$ cat src/rtl/fetch_stage.sv
// Instruction fetch stage: PC register, next-PC select and IF/ID pipeline register.
// Latency: one cycle from PC on imem_addr to that instruction on if_instr.
// Backpressure: stall holds PC and IF/ID; flush or a taken redirect loads a bubble.
//
// Ports:
//   clk, rst             - single clock, synchronous active-high reset
//   stall, flush         - hold PC + IF/ID / squash the instruction entering IF/ID
//   branch_taken/offset  - branch redirect from decode (word offset, sign-extended)
//   jump/jump_index      - J-type redirect from decode
//   imem_addr/imem_data  - instruction memory port (combinational read)
//   if_pc/if_pc4/if_instr/if_valid - IF/ID register contents
//   fetch_count          - number of valid instructions delivered to IF/ID
module fetch_stage #(
   parameter logic [31:0] RESET_PC = 32'h0000_0000
) (
   input  logic        clk,
   input  logic        rst,
   input  logic        stall,
   input  logic        flush,
   input  logic        branch_taken,
   input  logic [31:0] branch_offset,
   input  logic        jump,
   input  logic [25:0] jump_index,
   output logic [31:0] imem_addr,
   input  logic [31:0] imem_data,
   output logic [31:0] if_pc,
   output logic [31:0] if_pc4,
   output logic [31:0] if_instr,
   output logic        if_valid,
   output logic [31:0] fetch_count
);

   logic [31:0] pc_q, pc_d;
   logic [31:0] if_pc_q, if_pc_d;
   logic [31:0] if_pc4_q, if_pc4_d;
   logic [31:0] if_instr_q, if_instr_d;
   logic        if_valid_q, if_valid_d;
   logic [31:0] fetch_count_q, fetch_count_d;

   logic [31:0] pc_plus4;
   logic [31:0] jump_target;
   logic [31:0] branch_target;
   logic        redirect;

   // Targets are relative to the instruction sitting in IF/ID (the one decode is looking at).
   assign pc_plus4      = pc_q + 32'd4;
   assign jump_target   = {if_pc4_q[31:28], jump_index, 2'b00};
   assign branch_target = if_pc4_q + {branch_offset[29:0], 2'b00};
   assign redirect      = (jump | branch_taken) & ~stall;

   always_comb begin
      // Next PC: jump beats branch; a stalled cycle ignores both.
      pc_d = pc_plus4;
      if (rst) begin
         pc_d = {RESET_PC[31:2], 2'b00};
      end else if (jump & ~stall) begin
         pc_d = jump_target;
      end else if (branch_taken & ~stall) begin
         pc_d = branch_target;
      end else if (stall) begin
         pc_d = pc_q;
      end

      if_pc_d        = if_pc_q;
      if_pc4_d       = if_pc4_q;
      if_instr_d     = if_instr_q;
      if_valid_d     = if_valid_q;
      fetch_count_d  = fetch_count_q;

      if (rst) begin
         if_pc_d       = 32'h0;
         if_pc4_d      = 32'h0;
         if_instr_d    = 32'h0;
         if_valid_d    = 1'b0;
         fetch_count_d = 32'h0;
      end else if (flush | redirect) begin
         // Bubble: flush wins even over stall; PC fields keep their last value.
         if_instr_d = 32'h0;
         if_valid_d = 1'b0;
      end else if (~stall) begin
         if_instr_d    = imem_data;
         if_pc_d       = pc_q;
         if_pc4_d      = pc_plus4;
         if_valid_d    = 1'b1;
         fetch_count_d = fetch_count_q + 32'd1;
      end
   end

   always_ff @(posedge clk) begin
      pc_q          <= pc_d;
      if_pc_q       <= if_pc_d;
      if_pc4_q      <= if_pc4_d;
      if_instr_q    <= if_instr_d;
      if_valid_q    <= if_valid_d;
      fetch_count_q <= fetch_count_d;
   end

   // Every PC source is word aligned, so the low bits of pc_q are always zero.
   assign imem_addr   = pc_q;
   assign if_pc       = if_pc_q;
   assign if_pc4      = if_pc4_q;
   assign if_instr    = if_instr_q;
   assign if_valid    = if_valid_q;
   assign fetch_count = fetch_count_q;

endmodule

$ cat config.mk
export PLATFORM = sky130hd
export DESIGN_NAME = fetch_stage
export DESIGN_NICKNAME = d
export VERILOG_FILES = /design/src/rtl/fetch_stage.sv
export SDC_FILE = /design/constraint.sdc
export NUM_CORES = 1
export LEC_CHECK = 0
export ABC_AREA = 1
export BUFFER_PORTS_ARGS = -buffer_cell sky130_fd_sc_hd__buf_2
export CORE_AREA = 4 4 157 159
export CTS_CLUSTER_DIAMETER = 30
export DETAILED_ROUTE_END_ITERATION = 8
export DIE_AREA = 0 0 161 163
export GPL_TIMING_DRIVEN = 0
export PLACE_DENSITY_LB_ADDON = 0.05
export SLEW_MARGIN = 10
export SYNTH_ARGS = -nofsm -noshare
export SYNTH_HDL_FRONTEND = slang
export SYNTH_SLANG_ARGS = --single-unit
export TNS_END_PERCENT = 50
$ cat constraint.sdc
create_clock -name clk -period 2.99 [get_ports clk]
set_input_delay 0.598 -clock clk [delete_from_list [all_inputs] [get_ports clk]]
set_output_delay 0.598 -clock clk [all_outputs]
set_load 0.005 [all_outputs]
==> metrics.cfg <==
[outcome]
status = finished clean

[placement]
dpl_cell_area_mm2 = 0.01088
dp_hpwl_mm = 28.43
routabilityCongestion = 0.9421
port_buffers = 253
dp.cells = 1972

[clock_network]
cts_tree = yes
cts_hold_buf = 0
htreeDepth = 4
tritoncts.num_buffers = 17
cts_sinks = 159
post_cts_buffers = 0
clk_latency_ns = 0.44
cts.clk_slew.worst_paths_ns = 0.08
cts_root_buf = clkbuf_16
cts_resized = 0
clockBufferDepth = 2

[detailed_routing]
drt_iter0_markers = 908
num_vias = 10160
route.detailed.drc = 0
routed_wl_mm = 35.43
viasPerCell = 5.068
drt-pass1-iter-count = 5
wire_per_inst_um = 17.68
ant_nets = 0

[final_layout]
final_cells = 2004
n_antenna_cell = 0
nets = 1800
drive_gt1_frac = 0.1828
area_growth_pct = 24.77
post-route-cell-area_mm2 = 0.01149

[synthesis]
synth_area_mm2 = 0.009210
yosysWarnings = 0
synth_edf_count = 0
syn_area_per_cell_um2 = 6.579
synthFlopType = dfxtp_1
ys_types = 45
syn_inst = 1400
yosys.area.top_type = dfxtp_1
yosys-top-cells-area = dfxtp_1 (35%), nand2_1 (16%), a21oi_1 (8.6%)
synth_common_cells = nand2_1 (387), inv_1 (177), a21oi_1 (159), dfxtp_1 (159), nor2_1 (101)
synth_seq_cells = 159
synth_top_area_frac = 0.3456
synth.most_common_cell = nand2_1
ys_seq_area_frac = 0.3456
async_flop_share = 0
synth_fp_nets = 1528

[hold_path]
hp-class = primary input to flip-flop

[global_route]
grt_overflow = 0
grt_pass1_vias = 9485
track_usage = 0.2644
antenna_found_initial = 0
grt_pass1_wl_mm = 53.88
grt_max_degree = 20

[timing]
setup_viol = 0
layout_min_cycle_time_ns = 2.397
slew_viol_final = 0
timing.setup.tns_ns = 0
max_slew_margin = 0.4282
fin_skew_ns = 0.01189
worstMarginPinSlew_ns = 0.8546
fmax_mhz = 417.2
hold_viol = 0
fin_crit_sh = 0.8017
rsz0062_at_grt = no

[worst_setup_path]
critPathRequiredTime_ns = 3.30
startpoint_type = primary input
critical_path_class = primary input to flip-flop
cp.arrival_ns = 2.70
crit_fanout = 10
critPathCaptureType = flip-flop

[floorplanning]
initial_core_util = 0.3959
io_pins = 257
die_w_um = 161
fp.coreArea_mm2 = 0.02326
row_count = 56
die_area_mm2 = 0.02624
die_y_um = 163

[flow_run]
cap_violations = 0

[power_and_ir_drop]
power_density_mw_per_mm2 = 457.1
leakage_nw = 5.790
peakVddDrop_uv = 297.9

## sequential cells by signal (all words and copies together), names as in the netlist, named ones only
signal       count
fetch_count     32
if_instr        32
if_pc           32
if_pc4          30
imem_addr       30
if_valid         1
## power breakdown
group	internal (mW)	total (mW)	switching (mW)	leakage, nW
Sequential	2.18	2.27	0.0910	1.29
Clock	1.14	2.24	1.10	0.294
Combinational	0.262	0.737	0.475	4.20
Total	3.58	5.25	1.67	5.79
## layout by cell type, fill, tap and decap left out, drive strengths merged, types with 16 or more instances in the layout
cell,instances
clkbuf,69
nand2,388
dfxtp,159
nand4,16
buf,257
o21ai,79
nor3,26
xor2,39
nor2,105
inv,185
o21bai,23
a21oi,159
nand3,80
ha,31
## path summary, 6_finish.rpt
path                               startpoint            end  slack [ns]  cells past startpoint
worst max register to register     if_pc4[12]  imem_addr[29]        0.61                     11
worst max-delay path                    stall      if_pc[14]        0.59                      7
worst min-delay path            imem_data[15]   if_instr[15]        0.39                      3
worst min register to register      if_pc[13]      if_pc[13]        0.46                      2
## worst max-delay path: stages
cell	delay (ns)
buf_2	0.13
inv_2	0.24
nand3_4	0.24
inv_2	0.28
clkbuf_1	0.66
clkbuf_1	0.42
a21oi_1	0.14
## kinds of logic (layout without fill, tap and decap cells)
group                      count (synthesis)  count (layout)  synth area share
buffers and inverters                    236             521           0.09795
AOI/OAI and AO/OA                        296             296            0.1769
DFF                                      159             159            0.3456
and+or+nand+nor                          632             632            0.2925
xor gates and xnor gates                  45              45           0.04279
adders and majority gates                 32              32           0.04429
## stage by stage
stage / worst slack [ns] / hold slack (ns) / power, mW / utilization
floorplan: 0.8534 / 0.4544 / 2.706 / -
global placement: 0.1553 / 0.4490 / 3.042 / 0.4675
detailed placement: 0.1648 / 0.4536 / 3.044 / 0.4675
CTS: 0.6042 / 0.3794 / 5.276 / 0.4940
global route: 0.4099 / 0.3850 / 5.464 / 0.4940
finish: 0.5928 / 0.3946 / 5.253 / 0.4940
## layout make-up
class | count | area [um^2]
buffer | 56 | 226.5
clock buffer | 17 | 425.4
clock inverter | 15 | 190.2
fill | 2500 | 11770
inverter | 180 | 675.6
multi-input combinational | 1005 | 5125
sequential | 159 | 3183
tap | 319 | 399.1
timing repair buffer | 253 | 1266
## routing by layer
metal	wire [um]	part of all wire	GRT usage
met1	16830	0.48	0.3829
met2	15110	0.43	0.4008
met3	2756	0.078	0.05518
met4	726	0.020	0.07018
met5	0	0	0
(Power assumes the default switching activity.)
